### src/rtl/if_fetch_stage_if.sv
// Bundle of the fetch stage's ROM bus, IF/ID outputs and pipeline control inputs.
// id_adel_o exists only when IF_ADDR_CHECK_EN is defined.
interface if_fetch_stage_if #(
    parameter int ADDR_W = 32,
    parameter int INST_W = 32
);
    logic              stall_i;
    logic              flush_i;
    logic [ADDR_W-1:0] new_pc_i;
    logic              branch_flag_i;
    logic [ADDR_W-1:0] branch_target_i;
    logic              rom_ce_o;
    logic [ADDR_W-1:0] rom_addr_o;
    logic [INST_W-1:0] rom_inst_i;
    logic [ADDR_W-1:0] id_pc_o;
    logic [INST_W-1:0] id_inst_o;
    logic              id_valid_o;
`ifdef IF_ADDR_CHECK_EN
    logic              id_adel_o;
`endif

    // The fetch stage itself
    modport master (
        input  stall_i, flush_i, new_pc_i, branch_flag_i, branch_target_i, rom_inst_i,
`ifdef IF_ADDR_CHECK_EN
        output id_adel_o,
`endif
        output rom_ce_o, rom_addr_o, id_pc_o, id_inst_o, id_valid_o
    );

    // ROM, decode stage and hazard/exception control
    modport slave (
        output stall_i, flush_i, new_pc_i, branch_flag_i, branch_target_i, rom_inst_i,
`ifdef IF_ADDR_CHECK_EN
        input  id_adel_o,
`endif
        input  rom_ce_o, rom_addr_o, id_pc_o, id_inst_o, id_valid_o
    );
endinterface

### src/rtl/if_fetch_stage.sv
// Instruction-fetch stage: PC register, ROM drive and IF/ID pipeline register.
// Optional misaligned-fetch trap (id_adel_o + HALT state) enabled by IF_ADDR_CHECK_EN.
module if_fetch_stage #(
    parameter int                ADDR_W   = 32,
    parameter int                INST_W   = 32,
    parameter logic [ADDR_W-1:0] RESET_PC = '0
) (
    input  logic              clk,
    input  logic              rst,
    if_fetch_stage_if.master  bus
);

`ifdef IF_ADDR_CHECK_EN
    typedef enum logic [1:0] {S_IDLE, S_RUN, S_HALT} state_e;
`else
    typedef enum logic [1:0] {S_IDLE, S_RUN} state_e;
`endif

    state_e            state_q, state_d;
    logic              rom_ce_q, rom_ce_d;
    logic [ADDR_W-1:0] pc_q, pc_d;
    logic [ADDR_W-1:0] id_pc_q, id_pc_d;
    logic [INST_W-1:0] id_inst_q, id_inst_d;
    logic              id_valid_q, id_valid_d;
`ifdef IF_ADDR_CHECK_EN
    logic              id_adel_q, id_adel_d;
`endif

    always_comb begin
        // NOTE: every signal gets a hold default first so no path through the case infers a latch.
        state_d    = state_q;
        rom_ce_d   = rom_ce_q;
        pc_d       = pc_q;
        id_pc_d    = id_pc_q;
        id_inst_d  = id_inst_q;
        id_valid_d = id_valid_q;
`ifdef IF_ADDR_CHECK_EN
        id_adel_d  = id_adel_q;
`endif

        unique case (state_q)
            S_IDLE: begin
                state_d    = S_RUN;
                rom_ce_d   = 1'b1;
                pc_d       = RESET_PC;
                id_pc_d    = '0;
                id_inst_d  = '0;
                id_valid_d = 1'b0;
            end

            S_RUN: begin
                if (bus.flush_i) begin
                    pc_d       = bus.new_pc_i;
                    id_pc_d    = '0;
                    id_inst_d  = '0;
                    id_valid_d = 1'b0;
`ifdef IF_ADDR_CHECK_EN
                    id_adel_d  = 1'b0;
`endif
                end else if (bus.stall_i) begin
                    // Hold everything; a branch seen while stalled is re-presented by ID later.
                    pc_d = pc_q;
`ifdef IF_ADDR_CHECK_EN
                end else if (pc_q[1:0] != 2'b00) begin
                    state_d    = S_HALT;
                    id_pc_d    = pc_q;
                    id_inst_d  = '0;
                    id_valid_d = 1'b1;
                    id_adel_d  = 1'b1;
`endif
                end else begin
                    // Delay slot: the instruction at pc is captured even when a branch redirects.
                    id_pc_d    = pc_q;
                    id_inst_d  = bus.rom_inst_i;
                    id_valid_d = 1'b1;
`ifdef IF_ADDR_CHECK_EN
                    id_adel_d  = 1'b0;
`endif
                    pc_d = bus.branch_flag_i ? bus.branch_target_i : pc_q + ADDR_W'(4);
                end
            end

`ifdef IF_ADDR_CHECK_EN
            S_HALT: begin
                if (bus.flush_i) begin
                    state_d    = S_RUN;
                    pc_d       = bus.new_pc_i;
                    id_pc_d    = '0;
                    id_inst_d  = '0;
                    id_valid_d = 1'b0;
                    id_adel_d  = 1'b0;
                end
            end
`endif

            default: begin
                state_d  = S_IDLE;
                rom_ce_d = 1'b0;
                pc_d     = RESET_PC;
            end
        endcase
    end

    // NOTE: every flop has an async reset value, so the stage is fully defined the instant rst falls.
    always_ff @(posedge clk or negedge rst) begin
        if (!rst) begin
            state_q    <= S_IDLE;
            rom_ce_q   <= 1'b0;
            pc_q       <= RESET_PC;
            id_pc_q    <= '0;
            id_inst_q  <= '0;
            id_valid_q <= 1'b0;
`ifdef IF_ADDR_CHECK_EN
            id_adel_q  <= 1'b0;
`endif
        end else begin
            // NOTE: non-blocking assignments keep every flop sampling pre-edge values.
            state_q    <= state_d;
            rom_ce_q   <= rom_ce_d;
            pc_q       <= pc_d;
            id_pc_q    <= id_pc_d;
            id_inst_q  <= id_inst_d;
            id_valid_q <= id_valid_d;
`ifdef IF_ADDR_CHECK_EN
            id_adel_q  <= id_adel_d;
`endif
        end
    end

    assign bus.rom_ce_o   = rom_ce_q;
    assign bus.rom_addr_o = pc_q;
    assign bus.id_pc_o    = id_pc_q;
    assign bus.id_inst_o  = id_inst_q;
    assign bus.id_valid_o = id_valid_q;
`ifdef IF_ADDR_CHECK_EN
    assign bus.id_adel_o  = id_adel_q;
`endif

endmodule

### src/flat_wrapper.sv
// flat-port wrapper written by rule: the top's interface ports become plain ports
module if_fetch_stage_flat 
#(
    parameter int                ADDR_W   = 32,
    parameter int                INST_W   = 32,
    parameter logic [ADDR_W-1:0] RESET_PC = '0
)
  (clk, rst, bus_stall_i, bus_flush_i, bus_new_pc_i, bus_branch_flag_i, bus_branch_target_i, bus_rom_inst_i, bus_rom_ce_o, bus_rom_addr_o, bus_id_pc_o, bus_id_inst_o, bus_id_valid_o);
  if_fetch_stage_if #(.ADDR_W(ADDR_W), .INST_W(INST_W)) bus_i ();
  input  logic clk;
  input  logic rst;
  input wire logic [$bits(bus_i.stall_i)-1:0] bus_stall_i;
  input wire logic [$bits(bus_i.flush_i)-1:0] bus_flush_i;
  input wire logic [$bits(bus_i.new_pc_i)-1:0] bus_new_pc_i;
  input wire logic [$bits(bus_i.branch_flag_i)-1:0] bus_branch_flag_i;
  input wire logic [$bits(bus_i.branch_target_i)-1:0] bus_branch_target_i;
  input wire logic [$bits(bus_i.rom_inst_i)-1:0] bus_rom_inst_i;
  output wire logic [$bits(bus_i.rom_ce_o)-1:0] bus_rom_ce_o;
  output wire logic [$bits(bus_i.rom_addr_o)-1:0] bus_rom_addr_o;
  output wire logic [$bits(bus_i.id_pc_o)-1:0] bus_id_pc_o;
  output wire logic [$bits(bus_i.id_inst_o)-1:0] bus_id_inst_o;
  output wire logic [$bits(bus_i.id_valid_o)-1:0] bus_id_valid_o;
  assign bus_i.stall_i = bus_stall_i;
  assign bus_i.flush_i = bus_flush_i;
  assign bus_i.new_pc_i = bus_new_pc_i;
  assign bus_i.branch_flag_i = bus_branch_flag_i;
  assign bus_i.branch_target_i = bus_branch_target_i;
  assign bus_i.rom_inst_i = bus_rom_inst_i;
  assign bus_rom_ce_o = bus_i.rom_ce_o;
  assign bus_rom_addr_o = bus_i.rom_addr_o;
  assign bus_id_pc_o = bus_i.id_pc_o;
  assign bus_id_inst_o = bus_i.id_inst_o;
  assign bus_id_valid_o = bus_i.id_valid_o;
  if_fetch_stage #(.ADDR_W(ADDR_W), .INST_W(INST_W), .RESET_PC(RESET_PC)) u_core (.clk(clk), .rst(rst), .bus(bus_i));
endmodule
### config.mk
export PLATFORM = sky130hd
export DESIGN_NAME = if_fetch_stage_flat
export DESIGN_NICKNAME = d
export VERILOG_FILES = /design/src/rtl/if_fetch_stage_if.sv /design/src/rtl/if_fetch_stage.sv /design/src/flat_wrapper.sv
export SDC_FILE = /design/constraint.sdc
export NUM_CORES = 1
export LEC_CHECK = 0
export ABC_CLOCK_PERIOD_IN_PS = 5200
export BUFFER_PORTS_ARGS = -buffer_cell sky130_fd_sc_hd__buf_2
export CORE_UTILIZATION = 40
export CTS_CLUSTER_SIZE = 16
export DETAILED_ROUTE_END_ITERATION = 10
export PLACE_DENSITY = 0.68
export SYNTH_ARGS = -nofsm -noshare
export SYNTH_HDL_FRONTEND = slang
export SYNTH_SLANG_ARGS = --single-unit
### constraint.sdc
create_clock -name clk -period 5.2 [get_ports clk]
set_input_delay 0.78 -clock clk [delete_from_list [all_inputs] [get_ports clk]]
set_output_delay 0.78 -clock clk [all_outputs]
set_load 0.1 [all_outputs]
* Word level (Yosys, flattened, before mapping)
Cells that the tools add are included.
** Cells by class
- $add $sub $neg :: 1
- Eq/ne operators :: 2
- Reductions and logical operators :: 3
- Multiplexer cells :: 15
** Operator list (number)
- 2-to-1 mux 32 bit :: 8
- one-hot mux 32 bit (2 select lines) :: 2
- adder 32 x 3 -> 32 bit, second input constant :: 1
- one-hot mux 1 bit (2 select lines) :: 2
- one-hot mux 2 bit (2 select lines) :: 1
- inequality test 3 bit, second input constant :: 1
- equality test 2 x 1 -> 1 bit, second input constant :: 1
- zero test 2 bit :: 1
- 2-to-1 mux 1 bit :: 2
- AND reduction 2 bit :: 1
- nonzero test 2 bit :: 1
** Word-level totals
- Bits in registers :: 100
- Word-level logic and storage cells :: 27
- Output and inout bits :: 98
- Bits of input ports :: 101

* Longest topological paths before layout
- Depth in word-level cells :: 5
- Depth in mapped cells :: 7

* Worst setup path after synthesis
No wires, ideal clock.
- Path kind :: register -> register
- From :: register u_core.pc_q[2] (netlist: u_core.bus.rom_addr_o[2])
- To :: register u_core.pc_q[28] (netlist: u_core.bus.rom_addr_o[28])
- Clock period less this slack :: 2.774 ns
- Buffers on the path :: 0
- Path slack :: 2.426 ns
- Arrival time :: 2.643 ns
- Data required time :: 5.068 ns
- Cell stages (with the launch flop) :: 7
- Path through :: dfrtp_1 ha_1 and3_1 nand2_1 or4_4 nand3_1 or3b_1
** On the way
- Cells in the longest elaborated chain, start to end :: 5
** RTL lines
- from (decl) :: line if_fetch_stage.sv:21 : logic [ADDR_W-1:0] pc_q, pc_d;
- from (signal assigned) :: line if_fetch_stage.sv:120 : pc_q <= pc_d;
- adder 32 x 3 -> 32 bit :: line if_fetch_stage.sv:79 : pc_d = bus.branch_flag_i ? bus.branch_target_i : pc_q + ADDR_W'(4);
- 2-to-1 mux 32 bit :: line if_fetch_stage.sv:79
- 2-to-1 mux 32 bit :: line if_fetch_stage.sv:60 : end else if (bus.stall_i) begin
- 2-to-1 mux 32 bit :: line if_fetch_stage.sv:52 : if (bus.flush_i) begin
- 2-to-1 mux 32 bit :: line if_fetch_stage.sv:41 : unique case (state_q)
Every way passes these cells. The select of a mux whose other input is x is not followed.
A chain may end at the register's enable or synchronous reset.

* Worst setup path in the final report
- From :: input bus_flush_i
- To :: register u_core.id_inst_q[21] (netlist: u_core.bus.id_inst_o[21])
** On the way
- Cells in the longest elaborated chain, start to end :: 2
- Elaborated cells between the ends (all ways) :: 4
** RTL lines
- from (decl) :: line flat_wrapper.sv:13 : input wire logic [$bits(bus_i.flush_i)-1:0] bus_flush_i;
- 2-to-1 mux 32 bit / inequality test 3 bit (equally long branches)
- one-hot mux 32 bit (2 select lines) / AND reduction 2 bit (equally long branches)
- to (signal assigned) :: line if_fetch_stage.sv:122 : id_inst_q <= id_inst_d;
- to (decl) :: line if_fetch_stage.sv:23 : logic [INST_W-1:0] id_inst_q, id_inst_d;
Parallel ways exist; a longest one is shown, timed or not.

==> flow_metrics.py <==
metrics = {
    "global_route": {
        "top_usage_layer": "met2",
        "grt_max_degree": 73,
        "antenna_found_initial": 0,
        "overflow": 0,
        "met1_usage_pct": 33.1,
        "track_usage_pct": 25.1,
        "met3_usage_pct": 5.57,
        "grt_pass1_vias": 4781,
        "met2_usage_pct": 39.5,
        "grt_pass1_wl_um": 24900,
    },
    "floorplan": {
        "die_y_um": 113,
        "ios": 199,
        "die_w_um": 113,
        "die-area_mm2": 0.0128,
        "core-area_mm2": 0.0121,
        "rows": 40,
        "start_util_pct": 41.1,
    },
    "yosys": {
        "synth.top_cells.by_count": "dfrtp_1, a22o_1, nand2_1",
        "postSynthCellCount": 499,
        "yosysWarnings": 0,
        "syn_area_mm2": 0.00495,
        "yosysMostFrequentCell": "dfrtp_1",
        "synth_edf_count": 0,
        "synth_top_area_cell": "dfrtp_1",
        "async_reset_ff_share_pct": 100,
        "ys_ff_latch": 98,
        "synth_cell_types": 60,
        "netlist_top_cells_area": "dfrtp_1, a22o_1, o21ai_0",
        "synth_fp_nets": 601,
        "syn_avg_cell_area_um2": 9.93,
        "synthFlopType": "dfrtp_1",
        "netlist.area_leader.share_pct": 49.5,
        "synth_sequential_area_ratio_pct": 49.5,
    },
    "clock_tree": {
        "holdBufCountCts": 0,
        "postCtsSetupRepairBufs": 0,
        "clk-insertion-delay-late_ns": 0.34,
        "tritoncts": "done",
        "cts_root_buf": "clkbuf_16",
        "cts_buffer_depth": 2,
        "numCtsBuffers": 9,
        "clk_pin_slew_ns": 0.06,
        "ctsResizeCount": 0,
        "clock_sinks": 98,
        "h-tree-depth": 3,
    },
    "setup_path": {
        "required_ns": 5.48,
        "arrival_ns": 3.06,
        "critPathLaunchType": "input port",
        "cp-end-kind": "flip-flop",
        "crit_type": "in -> reg",
        "r2r_slack_ns": 2.53,
        "crit_path_max_fanout": 52,
    },
    "drt": {
        "num_vias": 4933,
        "drc": 0,
        "route.detailed.wl_per_inst_um": 18.8,
        "via_per_inst": 5.84,
        "ant_nets": 0,
        "first_pass_iters": 7,
        "routed_wl_um": 15900,
        "drtIter0Drc": 465,
    },
    "cells_and_area": {
        "final_util_pct": 52.7,
        "nFillCells": 1118,
        "syn_to_final_growth_pct": 28.2,
        "final_nets": 774,
        "stdcell_count": 845,
        "drive_above_1_share_pct": 34.7,
        "antenna_cells": 0,
    },
    "placement": {
        "io_buffers": 198,
        "routabilityCongestion": 0.875,
        "dp.cells": 829,
        "hpwl_um": 11100,
        "place_ws_ns": 2.10,
    },
    "timing": {
        "setup_viol": 0,
        "fmax_ghz": 0.359,
        "relSlewSlack_pct": 36.5,
        "fin_crit_sh_pct": 53.6,
        "tns_ns": 0,
        "hold_viol_final": 0,
        "skew_ns": 0.00859,
        "tightestPinTransition_ns": 0.952,
        "slew_violations": 0,
        "rsz0062_at_grt": "false",
        "setup_ws_ns": 2.41,
        "fin_crit_ns": 2.79,
    },
    "pwr": {
        "ir_drop_v": 0.000195,
        "power.density_mw_per_mm2": 317,
        "power.total_mw": 2.01,
        "p_leak_nw": 3.26,
    },
    "outcome": {
        "status": "complete, no violations",
    },
    "job": {
        "cap_viol_max_count": 0,
    },
    "min_path": {
        "holdCritPathClass": "in -> async",
    },
}
[registers in the layout (all words and copies together) (netlist names)]
name                   count
u_core.bus.rom_addr_o     32
u_core.bus.id_inst_o      32
u_core.bus.id_valid_o      1
u_core.bus.rom_ce_o        1
u_core.bus.id_pc_o        32
[stage by stage]
| step | cell area, um^2 | hold WS [ns] |
|---|---|---|
| 3_3_place_gp | 6050 | 0.482 |
| 4_1_cts | 6350 | 0.352 |
| 6_report | 6350 | 0.344 |
| 2_1_floorplan | 4950 | 0.484 |
| 5_1_grt | 6350 | 0.361 |
| 3_5_place_dp | 6050 | 0.487 |
[worst max-delay path, cell delays in order]
cell and delay [ns]:
buf_2 0.14, inv_1 0.70, nand2_1 0.28, nor2_4 0.36, buf_4 0.55, a22o_1 0.23
[cell usage in the layout (no fill, tap or decap), drive strengths merged, types with 12 or more instances in the layout]
cell type	instances
a22o	65
nand2	42
a21oi	26
nor2	19
clkbuf	12
nand4	13
nand3	19
dfrtp	98
inv	14
o21ai	38
buf	204
[path summary, 6_finish.rpt]
kind | from | end | depth (start not counted)
worst max register to register | u_core.bus.rom_ce_o | u_core.bus.rom_addr_o[30] | 6
worst min-delay path | rst | u_core.bus.id_inst_o[1] | 1
min in group clk | u_core.bus.id_inst_o[8] | u_core.bus.id_inst_o[8] | 1
worst min register to register | u_core.bus.id_inst_o[8] | u_core.bus.id_inst_o[8] | 1
max in group asynchronous | rst | u_core.bus.rom_addr_o[6] | 2
worst max-delay path | bus_flush_i | u_core.bus.id_inst_o[21] | 6
[power breakdown]
group	switching, mW	internal [mW]
Sequential	0.0502	0.795
Clock	0.284	0.399
Combinational	0.380	0.103
Total	0.714	1.30
[routing by layer]
metal	wire length (um)	vias up
li1	-	2236
met1	6910	2417
met2	7330	244
met3	1160	36
met4	507	0
met5	0	-
[area by class of cell]
| cell class | count | area (um^2) | area share [%] |
|---|---|---|---|
| clock buffer | 12 | 256 | 4.04 |
| clock inverter | 4 | 50.0 | 0.788 |
| inverter | 14 | 52.6 | 0.827 |
| multi-input combinational | 345 | 2290 | 36.1 |
| sequential | 98 | 2450 | 38.6 |
| tap | 168 | 210 | 3.31 |
| timing repair buffer | 204 | 1040 | 16.3 |
[logic make-up after synthesis]
logic type	count (synthesis)	synth area share, %
compound gates	180	26.4
flops	98	49.5
simple gates	151	16.8
other cells	1	0.0757
fa+ha+maj	1	0.252
mux	11	2.37
buf+inv	56	4.42
xor+xnor	1	0.177
Note: power is estimated with default switching activity, not from simulation.
